[config.mk]
export PLATFORM = sky130hd
export DESIGN_NAME = cdb_broadcaster_flat
export DESIGN_NICKNAME = d
export VERILOG_FILES = /design/src/rtl/cdb_broadcaster_if.sv /design/src/rtl/cdb_broadcaster.sv /design/src/flat_wrapper.sv
export SDC_FILE = /design/constraint.sdc
export NUM_CORES = 1
export LEC_CHECK = 0
export CAP_MARGIN = 10
export CELL_PAD_IN_SITES_DETAIL_PLACEMENT = 0
export CELL_PAD_IN_SITES_GLOBAL_PLACEMENT = 1
export CORE_UTILIZATION = 45
export CTS_CLUSTER_DIAMETER = 40
export DETAILED_ROUTE_END_ITERATION = 8
export PLACE_DENSITY = 0.91
export SYNTH_ARGS = -nofsm -noshare
export SYNTH_HDL_FRONTEND = slang
export SYNTH_SLANG_ARGS = --single-unit
[constraint.sdc]
create_clock -name clk -period 6.1 [get_ports clk]
set_input_delay 1.22 -clock clk [delete_from_list [all_inputs] [get_ports clk]]
set_output_delay 1.22 -clock clk [all_outputs]
set_load 0.1 [all_outputs]
[src/rtl/cdb_broadcaster_if.sv]
// CDB broadcaster bus bundle: functional-unit result push side plus the
// two registered CDB broadcast lanes.
interface cdb_broadcaster_if #(
    parameter int unsigned NUM_SRC = 4,
    parameter int unsigned ROBEN_W = 5,
    parameter int unsigned DATA_W  = 32
);
    logic [NUM_SRC-1:0]         FU_Valid;
    logic [NUM_SRC*ROBEN_W-1:0] FU_ROBEN;
    logic [NUM_SRC*DATA_W-1:0]  FU_VAL;
    logic [NUM_SRC-1:0]         FU_Ready;
    logic [ROBEN_W-1:0]         CDB_ROBEN1;
    logic [DATA_W-1:0]          CDB_ROBEN1_VAL;
    logic [ROBEN_W-1:0]         CDB_ROBEN2;
    logic [DATA_W-1:0]          CDB_ROBEN2_VAL;
    logic [2:0]                 CDB_SRC1;
    logic [2:0]                 CDB_SRC2;

    modport master (
        output FU_Valid, FU_ROBEN, FU_VAL,
        input  FU_Ready, CDB_ROBEN1, CDB_ROBEN1_VAL, CDB_ROBEN2, CDB_ROBEN2_VAL,
               CDB_SRC1, CDB_SRC2
    );

    modport slave (
        input  FU_Valid, FU_ROBEN, FU_VAL,
        output FU_Ready, CDB_ROBEN1, CDB_ROBEN1_VAL, CDB_ROBEN2, CDB_ROBEN2_VAL,
               CDB_SRC1, CDB_SRC2
    );
endinterface

[src/rtl/cdb_broadcaster.sv]
// Common data bus producer: per-source result FIFOs drained two per cycle
// onto registered CDB lanes with round-robin arbitration.
module cdb_broadcaster #(
    parameter int unsigned NUM_SRC = 4,
    parameter int unsigned DEPTH   = 2,
    parameter int unsigned ROBEN_W = 5,
    parameter int unsigned DATA_W  = 32
) (
    input logic               clk,
    input logic               rst,
    input logic               flush,
    cdb_broadcaster_if.slave  bus
);
    localparam int unsigned PW = $clog2(DEPTH);
    localparam int unsigned CW = $clog2(DEPTH + 1);
    localparam int unsigned SW = $clog2(NUM_SRC);

    logic [ROBEN_W-1:0] mem_roben [NUM_SRC][DEPTH];
    logic [DATA_W-1:0]  mem_val   [NUM_SRC][DEPTH];
    logic [PW-1:0]      rd_ptr    [NUM_SRC];
    logic [PW-1:0]      wr_ptr    [NUM_SRC];
    logic [CW-1:0]      count     [NUM_SRC];
    logic [SW-1:0]      rr_ptr;

    logic [NUM_SRC-1:0] ready;
    logic [NUM_SRC-1:0] nonempty;
    logic [NUM_SRC-1:0] push;
    logic [NUM_SRC-1:0] pop;
    logic               g1_vld;
    logic               g2_vld;
    logic [SW-1:0]      g1;
    logic [SW-1:0]      g2;

    function automatic logic [SW-1:0] wrap(input int unsigned a);
        return SW'(a % NUM_SRC);
    endfunction

    // Ready looks only at the pre-edge count: no credit for a same-cycle pop.
    always_comb begin
        ready    = '0;
        nonempty = '0;
        push     = '0;
        for (int unsigned s = 0; s < NUM_SRC; s++) begin
            ready[s]    = (count[s] != CW'(DEPTH));
            nonempty[s] = (count[s] != '0);
            push[s]     = bus.FU_Valid[s] && ready[s] &&
                          (bus.FU_ROBEN[s*ROBEN_W +: ROBEN_W] != '0);
        end
    end

    assign bus.FU_Ready = ready;

    always_comb begin
        g1_vld = 1'b0;
        g1     = '0;
        for (int unsigned i = 0; i < NUM_SRC; i++) begin
            if (!g1_vld && nonempty[wrap(32'(rr_ptr) + i)]) begin
                g1_vld = 1'b1;
                g1     = wrap(32'(rr_ptr) + i);
            end
        end
        g2_vld = 1'b0;
        g2     = '0;
        for (int unsigned j = 1; j < NUM_SRC; j++) begin
            if (g1_vld && !g2_vld && nonempty[wrap(32'(g1) + j)]) begin
                g2_vld = 1'b1;
                g2     = wrap(32'(g1) + j);
            end
        end
        pop = '0;
        for (int unsigned s = 0; s < NUM_SRC; s++) begin
            pop[s] = (g1_vld && g1 == SW'(s)) || (g2_vld && g2 == SW'(s));
        end
    end

    always_ff @(posedge clk) begin
        for (int unsigned s = 0; s < NUM_SRC; s++) begin
            if (push[s]) begin
                mem_roben[s][wr_ptr[s]] <= bus.FU_ROBEN[s*ROBEN_W +: ROBEN_W];
                mem_val[s][wr_ptr[s]]   <= bus.FU_VAL[s*DATA_W +: DATA_W];
            end
        end
    end

    // Flush clears everything reset does except the arbitration pointer.
    always_ff @(posedge clk) begin
        if (!rst || flush) begin
            for (int unsigned s = 0; s < NUM_SRC; s++) begin
                rd_ptr[s] <= '0;
                wr_ptr[s] <= '0;
                count[s]  <= '0;
            end
            bus.CDB_ROBEN1     <= '0;
            bus.CDB_ROBEN1_VAL <= '0;
            bus.CDB_ROBEN2     <= '0;
            bus.CDB_ROBEN2_VAL <= '0;
            bus.CDB_SRC1       <= '0;
            bus.CDB_SRC2       <= '0;
            if (!rst) begin
                rr_ptr <= '0;
            end
        end else begin
            for (int unsigned s = 0; s < NUM_SRC; s++) begin
                if (push[s]) begin
                    wr_ptr[s] <= wr_ptr[s] + PW'(1);
                end
                if (pop[s]) begin
                    rd_ptr[s] <= rd_ptr[s] + PW'(1);
                end
                count[s] <= count[s] + CW'(push[s]) - CW'(pop[s]);
            end
            bus.CDB_ROBEN1     <= g1_vld ? mem_roben[g1][rd_ptr[g1]] : '0;
            bus.CDB_ROBEN1_VAL <= g1_vld ? mem_val[g1][rd_ptr[g1]]   : '0;
            bus.CDB_SRC1       <= g1_vld ? 3'(g1) : '0;
            bus.CDB_ROBEN2     <= g2_vld ? mem_roben[g2][rd_ptr[g2]] : '0;
            bus.CDB_ROBEN2_VAL <= g2_vld ? mem_val[g2][rd_ptr[g2]]   : '0;
            bus.CDB_SRC2       <= g2_vld ? 3'(g2) : '0;
            if (g2_vld) begin
                rr_ptr <= wrap(32'(g2) + 1);
            end else if (g1_vld) begin
                rr_ptr <= wrap(32'(g1) + 1);
            end
        end
    end
endmodule

[src/flat_wrapper.sv]
// flat-port wrapper written by rule: the top's interface ports become plain ports
module cdb_broadcaster_flat 
#(
    parameter int unsigned NUM_SRC = 4,
    parameter int unsigned DEPTH   = 2,
    parameter int unsigned ROBEN_W = 5,
    parameter int unsigned DATA_W  = 32
)
  (clk, rst, flush, bus_FU_Valid, bus_FU_ROBEN, bus_FU_VAL, bus_FU_Ready, bus_CDB_ROBEN1, bus_CDB_ROBEN1_VAL, bus_CDB_ROBEN2, bus_CDB_ROBEN2_VAL, bus_CDB_SRC1, bus_CDB_SRC2);
  cdb_broadcaster_if #(.NUM_SRC(NUM_SRC), .ROBEN_W(ROBEN_W), .DATA_W(DATA_W)) bus_i ();
  input logic clk;
  input logic rst;
  input logic flush;
  input wire logic [$bits(bus_i.FU_Valid)-1:0] bus_FU_Valid;
  input wire logic [$bits(bus_i.FU_ROBEN)-1:0] bus_FU_ROBEN;
  input wire logic [$bits(bus_i.FU_VAL)-1:0] bus_FU_VAL;
  output wire logic [$bits(bus_i.FU_Ready)-1:0] bus_FU_Ready;
  output wire logic [$bits(bus_i.CDB_ROBEN1)-1:0] bus_CDB_ROBEN1;
  output wire logic [$bits(bus_i.CDB_ROBEN1_VAL)-1:0] bus_CDB_ROBEN1_VAL;
  output wire logic [$bits(bus_i.CDB_ROBEN2)-1:0] bus_CDB_ROBEN2;
  output wire logic [$bits(bus_i.CDB_ROBEN2_VAL)-1:0] bus_CDB_ROBEN2_VAL;
  output wire logic [$bits(bus_i.CDB_SRC1)-1:0] bus_CDB_SRC1;
  output wire logic [$bits(bus_i.CDB_SRC2)-1:0] bus_CDB_SRC2;
  assign bus_i.FU_Valid = bus_FU_Valid;
  assign bus_i.FU_ROBEN = bus_FU_ROBEN;
  assign bus_i.FU_VAL = bus_FU_VAL;
  assign bus_FU_Ready = bus_i.FU_Ready;
  assign bus_CDB_ROBEN1 = bus_i.CDB_ROBEN1;
  assign bus_CDB_ROBEN1_VAL = bus_i.CDB_ROBEN1_VAL;
  assign bus_CDB_ROBEN2 = bus_i.CDB_ROBEN2;
  assign bus_CDB_ROBEN2_VAL = bus_i.CDB_ROBEN2_VAL;
  assign bus_CDB_SRC1 = bus_i.CDB_SRC1;
  assign bus_CDB_SRC2 = bus_i.CDB_SRC2;
  cdb_broadcaster #(.NUM_SRC(NUM_SRC), .DEPTH(DEPTH), .ROBEN_W(ROBEN_W), .DATA_W(DATA_W)) u_core (.clk(clk), .rst(rst), .flush(flush), .bus(bus_i));
endmodule
-- After elaboration in Yosys (flattened, before gate mapping)
Memory sizes are Yosys's and may differ from the RTL's.
Index checks and enable logic that the tools add are counted.
- memories kept: 5
- register bits: 82
- RAM bits: 312
- output and inout port bits: 84
- logic and storage cells: 245
- bitwise logic cells: 20
- reductions and logical operators: 53
- muxes and demuxes: 107
- order comparisons: 17
- $add $sub $neg: 23
- equal/unequal tests: 11
- memory list (name ; depth ; bits a word ; rd ports ; clocked after memory_dff ; write ports ; RTL line ; RTL):
    u_core.mem_val ; 4 ; 64 ; 2 ; 0 ; 4 ; cdb_broadcaster.sv:19 ; logic [DATA_W-1:0] mem_val [NUM_SRC][DEPTH];
    u_core.mem_roben ; 4 ; 10 ; 2 ; 0 ; 4 ; cdb_broadcaster.sv:18 ; logic [ROBEN_W-1:0] mem_roben [NUM_SRC][DEPTH];
    u_core.count ; 4 ; 2 ; 4 ; 0 ; 4 ; cdb_broadcaster.sv:22 ; logic [CW-1:0] count [NUM_SRC];
    u_core.rd_ptr ; 4 ; 1 ; 6 ; 0 ; 4 ; cdb_broadcaster.sv:20 ; logic [PW-1:0] rd_ptr [NUM_SRC];
    u_core.wr_ptr ; 4 ; 1 ; 4 ; 0 ; 4 ; cdb_broadcaster.sv:21 ; logic [PW-1:0] wr_ptr [NUM_SRC];
- operators with widths (cell ; count):
    $mux 32 ; 10
    $mux 64 ; 4
    $demux 32 s1 ; 4
    $mux 5 ; 10
    $mux 1 ; 49
    $mux 10 ; 4
    $mux 2 ; 15
    $logic_and 1x1->1 ; 28
    $lt 2x3->1 const B ; 7
    $demux 5 s1 ; 4
    $reduce_bool 5->1 ; 4
    $bmux 1 s2 ; 7
    $ge 2x2->1 const B ; 6
    $not 1->2 ; 6
    $or 1x1->1 ; 12
    $ne 2x2->1 const B ; 5
    $add 1x1->1 const B ; 8
    $add 2x1->2 ; 4
    $add 2x2->2 const B ; 4
    $eq 2x2->1 const B ; 4
    $lt 2x1->1 const B ; 4
    $reduce_bool 2->1 ; 4
    $sub 2x1->2 ; 4
    $add 2x1->2 const B ; 3
    8 further kinds ; 21

-- Longest topological paths before layout
- depth in word-level cells: 33
- mapped depth: 23
- depth with buffers taken out: 17

-- Worst setup path before layout
No wires, ideal clock.
- kind: reg-to-reg
- start point: memory u_core.count[0][1] (netlist bit)
- end point: memory u_core.count[3][1] (netlist bit)
- setup time: 128 ps
- clock period less this slack: 4640 ps
- cell stages (with the launch flop): 23
- buffers on the path: 7
- setup slack: 1460 ps
- arrival: 4512 ps
- cell sequence: dfxtp_1 buf_2 nor2_2 o21ai_0 nand2b_1 and2_1 clkbuf_1 clkbuf_1 clkbuf_1 ha_1 o2111a_1 nor4b_4 buf_6 buf_4 buf_2 a2bb2oi_1 inv_1 ha_1 inv_1 ha_1 xor2_1 xnor2_1 nor2_1
- RTL lines (what ; RTL line):
    start: declaration ; cdb_broadcaster.sv:22

==> flow_summary.ini <==
[route]
route.vias.total = 12999
totalWireLength_mm = 56.5
drc_errors = 0
detail_route.iter0.violations = 1323
wl_per_cell_microns = 27.0
detail_route.first_pass.iterations = 8
antenna_left = 0
vias_per_cell = 6.22

[worst_setup_path]
crit_path_max_fanout = 28
critPathLaunchType = register
r2r_end = u_core.count[3][1]$_SDFF_PP0_
worst_path_cell_chain = nor3_1 -> a211oi_1 -> or3_1 -> ha_1 -> o21ai_0 -> a2bb2oi_1 -> nor4b_4 -> buf_4 -> a2bb2oi_1 -> inv_1 -> ha_1 -> inv_1 -> ha_1 -> xor2_1 -> xnor2_1 -> nor2_1
setup.reg_to_reg.worst_slack_ns = 1.61
r2r-start = u_core.rr_ptr[1]$_SDFFCE_PP0P_
cp_data_arrival_time_ns = 4.93
worst_r2r_path_depth = 16
end_kind = register
crit_top_cell = ha_1
critical_path_required_ns = 6.54
crit_path_top_delay_cell = edfxtp_1
critPathKind = reg2reg
worst_path_largest_cell_delay_ns = 0.57

[timing]
rsz0062_at_grt = no
number_of_pins_with_negative_max_slew_slack_in_the_final_report = 0
worst_slew_pin_slew_ns = 1.20
setup-violations-final = 0
timing_hold_violations_final = 0
setup-tns-final_ns = 0
maxClockFrequency_mhz = 223
final_min_period_ns = 4.49
max-slew-margin-rel_pct = 19.7
clock_tree_skew_after_final_layout_ns = 0.0303
timing.final.crit_share_pct = 73.7

[die]
design.die.area_sq_mm = 0.0404
row_count = 72
core_region_area_sq_mm = 0.0389
starting_density_of_the_core_pct = 45.8
top_level_ports = 239
die_w_microns = 201
fp.dieH_microns = 201

[global_route]
use_met2_pct = 44.4
grt_pass1_wl_mm = 81.9
globalRouteOverflowTotal = 0
gr-usage-met1_pct = 35.0
global_route.peak_usage_layer = met2
track_usage_pct = 27.4
number_of_global_route_vias_before_repair = 13156
grt_util_met3_pct = 5.60
antenna_violations_before_repair = 1
grt_max_degree = 77

[min_path]
worst_hold_path_type = reg2reg
startpoint_of_the_worst_hold_path = u_core.mem_val[0][35]$_DFFE_PP_
holdPathEnd = u_core.bus.CDB_ROBEN1_VAL[3]$_SDFF_PP0_
min_path_cells = 2

[pwr]
power_density_mw_per_mm2 = 594
power.total_w = 0.0134
static-leakage-power_nw = 8.64
ir_drop_mv = 0.478

[logic_synthesis]
post_synth_main_area_contributors = edfxtp_1 (52%), mux2i_1 (11%), dfxtp_1 (9.7%)
ys.flop_type = edfxtp_1
cell_area_synth_sq_mm = 0.0178
synth_cell_type_count = 61
synth-warning-count = 0
yosys.area.top_type = edfxtp_1
total_of_flip_flops_plus_latches_after_synthesis = 392
netlist.area_leader.share_pct = 51.5
synth-edff-count = 306
synthesized_area_divided_by_synthesized_cell_count_sq_um = 13.7
synthesis.instances = 1302
synth-seq-area-share_pct = 61.2
postSynth.asyncResetShare_pct = 0

[clocking]
cts-htree-levels = 2
cts_repair_resize_count = 0
cts.path.max_buffers = 3
cts_setup_buffers = 0
cts_tree = yes
number_of_buffers_added_by_the_clock_tree_synthesis_step = 57
clk_root_buffer_cell = clkbuf_16
clkSlewWorstSetupHoldPaths_ns = 0.05
clk-insertion-delay-late_ns = 0.61
clock_sink_count = 392
cts_hold_repair.buffers = 0

[place]
dp.cells = 1983
dp.final_hpwl_mm = 34.7
globalplace.congestion = 0.918
placement.io_buffers = 236

[cells_and_area]
area_overhead_of_the_layout_relative_to_synthesis_pct = 26.7
final-instance-count-excl-fill = 2089
fraction_of_layout_cells_with_a_size_suffix_above_1_pct = 12.4
nets = 1691

[run_status]
outcome = completed

[run]
drv.max_cap_violation_count = 0
-- report_power, final --
group	switching, W	internal (W)	leakage [nW]
logic	0.00429	0.00230	4.14
clock network	0.00126	0.00198	0.927
registers	0.000258	0.00333	3.58
-- per-layer routing --
layer,vias to the layer above,part of all wire [%],wire length [microns]
met3,172,9.2,5190
met1,6458,39,22000
li1,5525,-,-
met5,-,0,0
met4,0,4.0,2270
met2,844,48,27000
-- flip-flops by register name (all words and copies together) (netlist names) --
register                   cells
u_core.bus.CDB_ROBEN1          5
u_core.bus.CDB_ROBEN2_VAL     32
u_core.bus.CDB_SRC1            2
u_core.bus.CDB_ROBEN2          5
u_core.mem_roben              40
u_core.bus.CDB_ROBEN1_VAL     32
u_core.bus.CDB_SRC2            2
u_core.rr_ptr                  2
u_core.count                   8
u_core.wr_ptr                  4
u_core.mem_val               256
u_core.rd_ptr                  4
-- synth_stat cells, types with 3 or more instances --
cell type	number
a21oi_1	46
a221oi_1	37
a22o_1	37
a31oi_1	3
and2_1	84
and3_1	38
buf_1	3
buf_2	21
buf_4	10
buf_6	5
clkbuf_1	64
dfxtp_1	86
edfxtp_1	306
ha_1	12
inv_1	20
inv_2	3
mux2i_1	188
mux4_2	37
nand2_1	93
nand2b_1	3
nand3_1	3
nor2_1	14
nor2_2	3
nor3_1	48
o2111ai_1	37
o211ai_1	42
o21ai_0	5
o21ai_1	3
or2_1	3
or3_1	3
or4_1	5
xnor2_1	4
xor2_1	4
-- how the worst max path moves through the flow --
stage,startpoint,end,slack (ns),depth (start not counted)
after floorplan,u_core.count[0][1]$_SDFF_PP0_,u_core.count[3][1]$_SDFF_PP0_,1.46,22
after global placement,flush,u_core.bus.CDB_ROBEN1_VAL[31]$_SDFF_PP0_,1.68,9
after detailed placement,flush,u_core.bus.CDB_ROBEN1_VAL[9]$_SDFF_PP0_,1.62,9
after CTS,u_core.rr_ptr[1]$_SDFFCE_PP0P_,u_core.count[3][1]$_SDFF_PP0_,1.65,16
after global routing,u_core.rr_ptr[1]$_SDFFCE_PP0P_,u_core.count[2][1]$_SDFF_PP0_,1.35,16
final,u_core.rr_ptr[1]$_SDFFCE_PP0P_,u_core.count[3][1]$_SDFF_PP0_,1.61,16
-- placed cells by master (no fill, tap or decap), drive strengths merged, types with 9 or more instances in the layout --
cell type      Yosys  layout
edfxtp           306     306
clkdlybuf4s50      0     236
mux2i            188     188
nand2             93      93
dfxtp             86      86
and2              84      84
clkbuf            64      69
nor3              48      48
a21oi             47      47
o211ai            42      42
and3              38      38
a221oi            38      38
mux4              37      37
a22o              37      37
o2111ai           37      37
inv               23      31
buf               39      29
clkinv             0      19
nor2              17      17
ha                12      12
o21ai              9       9
-- cell families after synthesis --
kind of cell | count (synthesis) | share of synthesized area [%]
AOI/OAI and AO/OA | 233 | 10.1
other | 1 | 0.0210
xor gates and xnor gates | 8 | 0.393
buffers and inverters | 126 | 3.22
and+or+nand+nor | 303 | 8.94
DFF | 392 | 61.2
muxes | 226 | 15.3
adders and majority gates | 13 | 0.898
-- final cells by class --
class,instances,area [sq um]
repair buffers,265,2580
clock inverters,36,384
inverters,23,86.3
multi-input cells,785,6460
well taps,518,648
flip-flops and latches,392,10900
clock buffers,69,1530
fillers,3127,16300
diodes,1,2.50
-- stage by stage --
stage               setup WS (ns)  hold WS, ns  area, sq um  utilization, %
finish                       1.61        0.530        22600            58.1
global route                 1.35        0.559        22600            58.1
CTS                          1.65        0.532        22600            58.1
detailed placement           1.62        0.516        20700            53.2
global placement             1.68        0.499        20700            53.2
floorplan                    1.46        0.490        17800               -
-- critical path: cells and delay by family, from the launching register on --
kind / cells / cell delay [ns]
simple gates: 4 / 1.23
compound gates: 4 / 0.68
buf+inv: 3 / 0.62
fa+ha+maj: 3 / 0.94
xor+xnor: 2 / 0.28
flops: 1 / 0.57
Note: power is estimated with default switching activity, not from simulation.
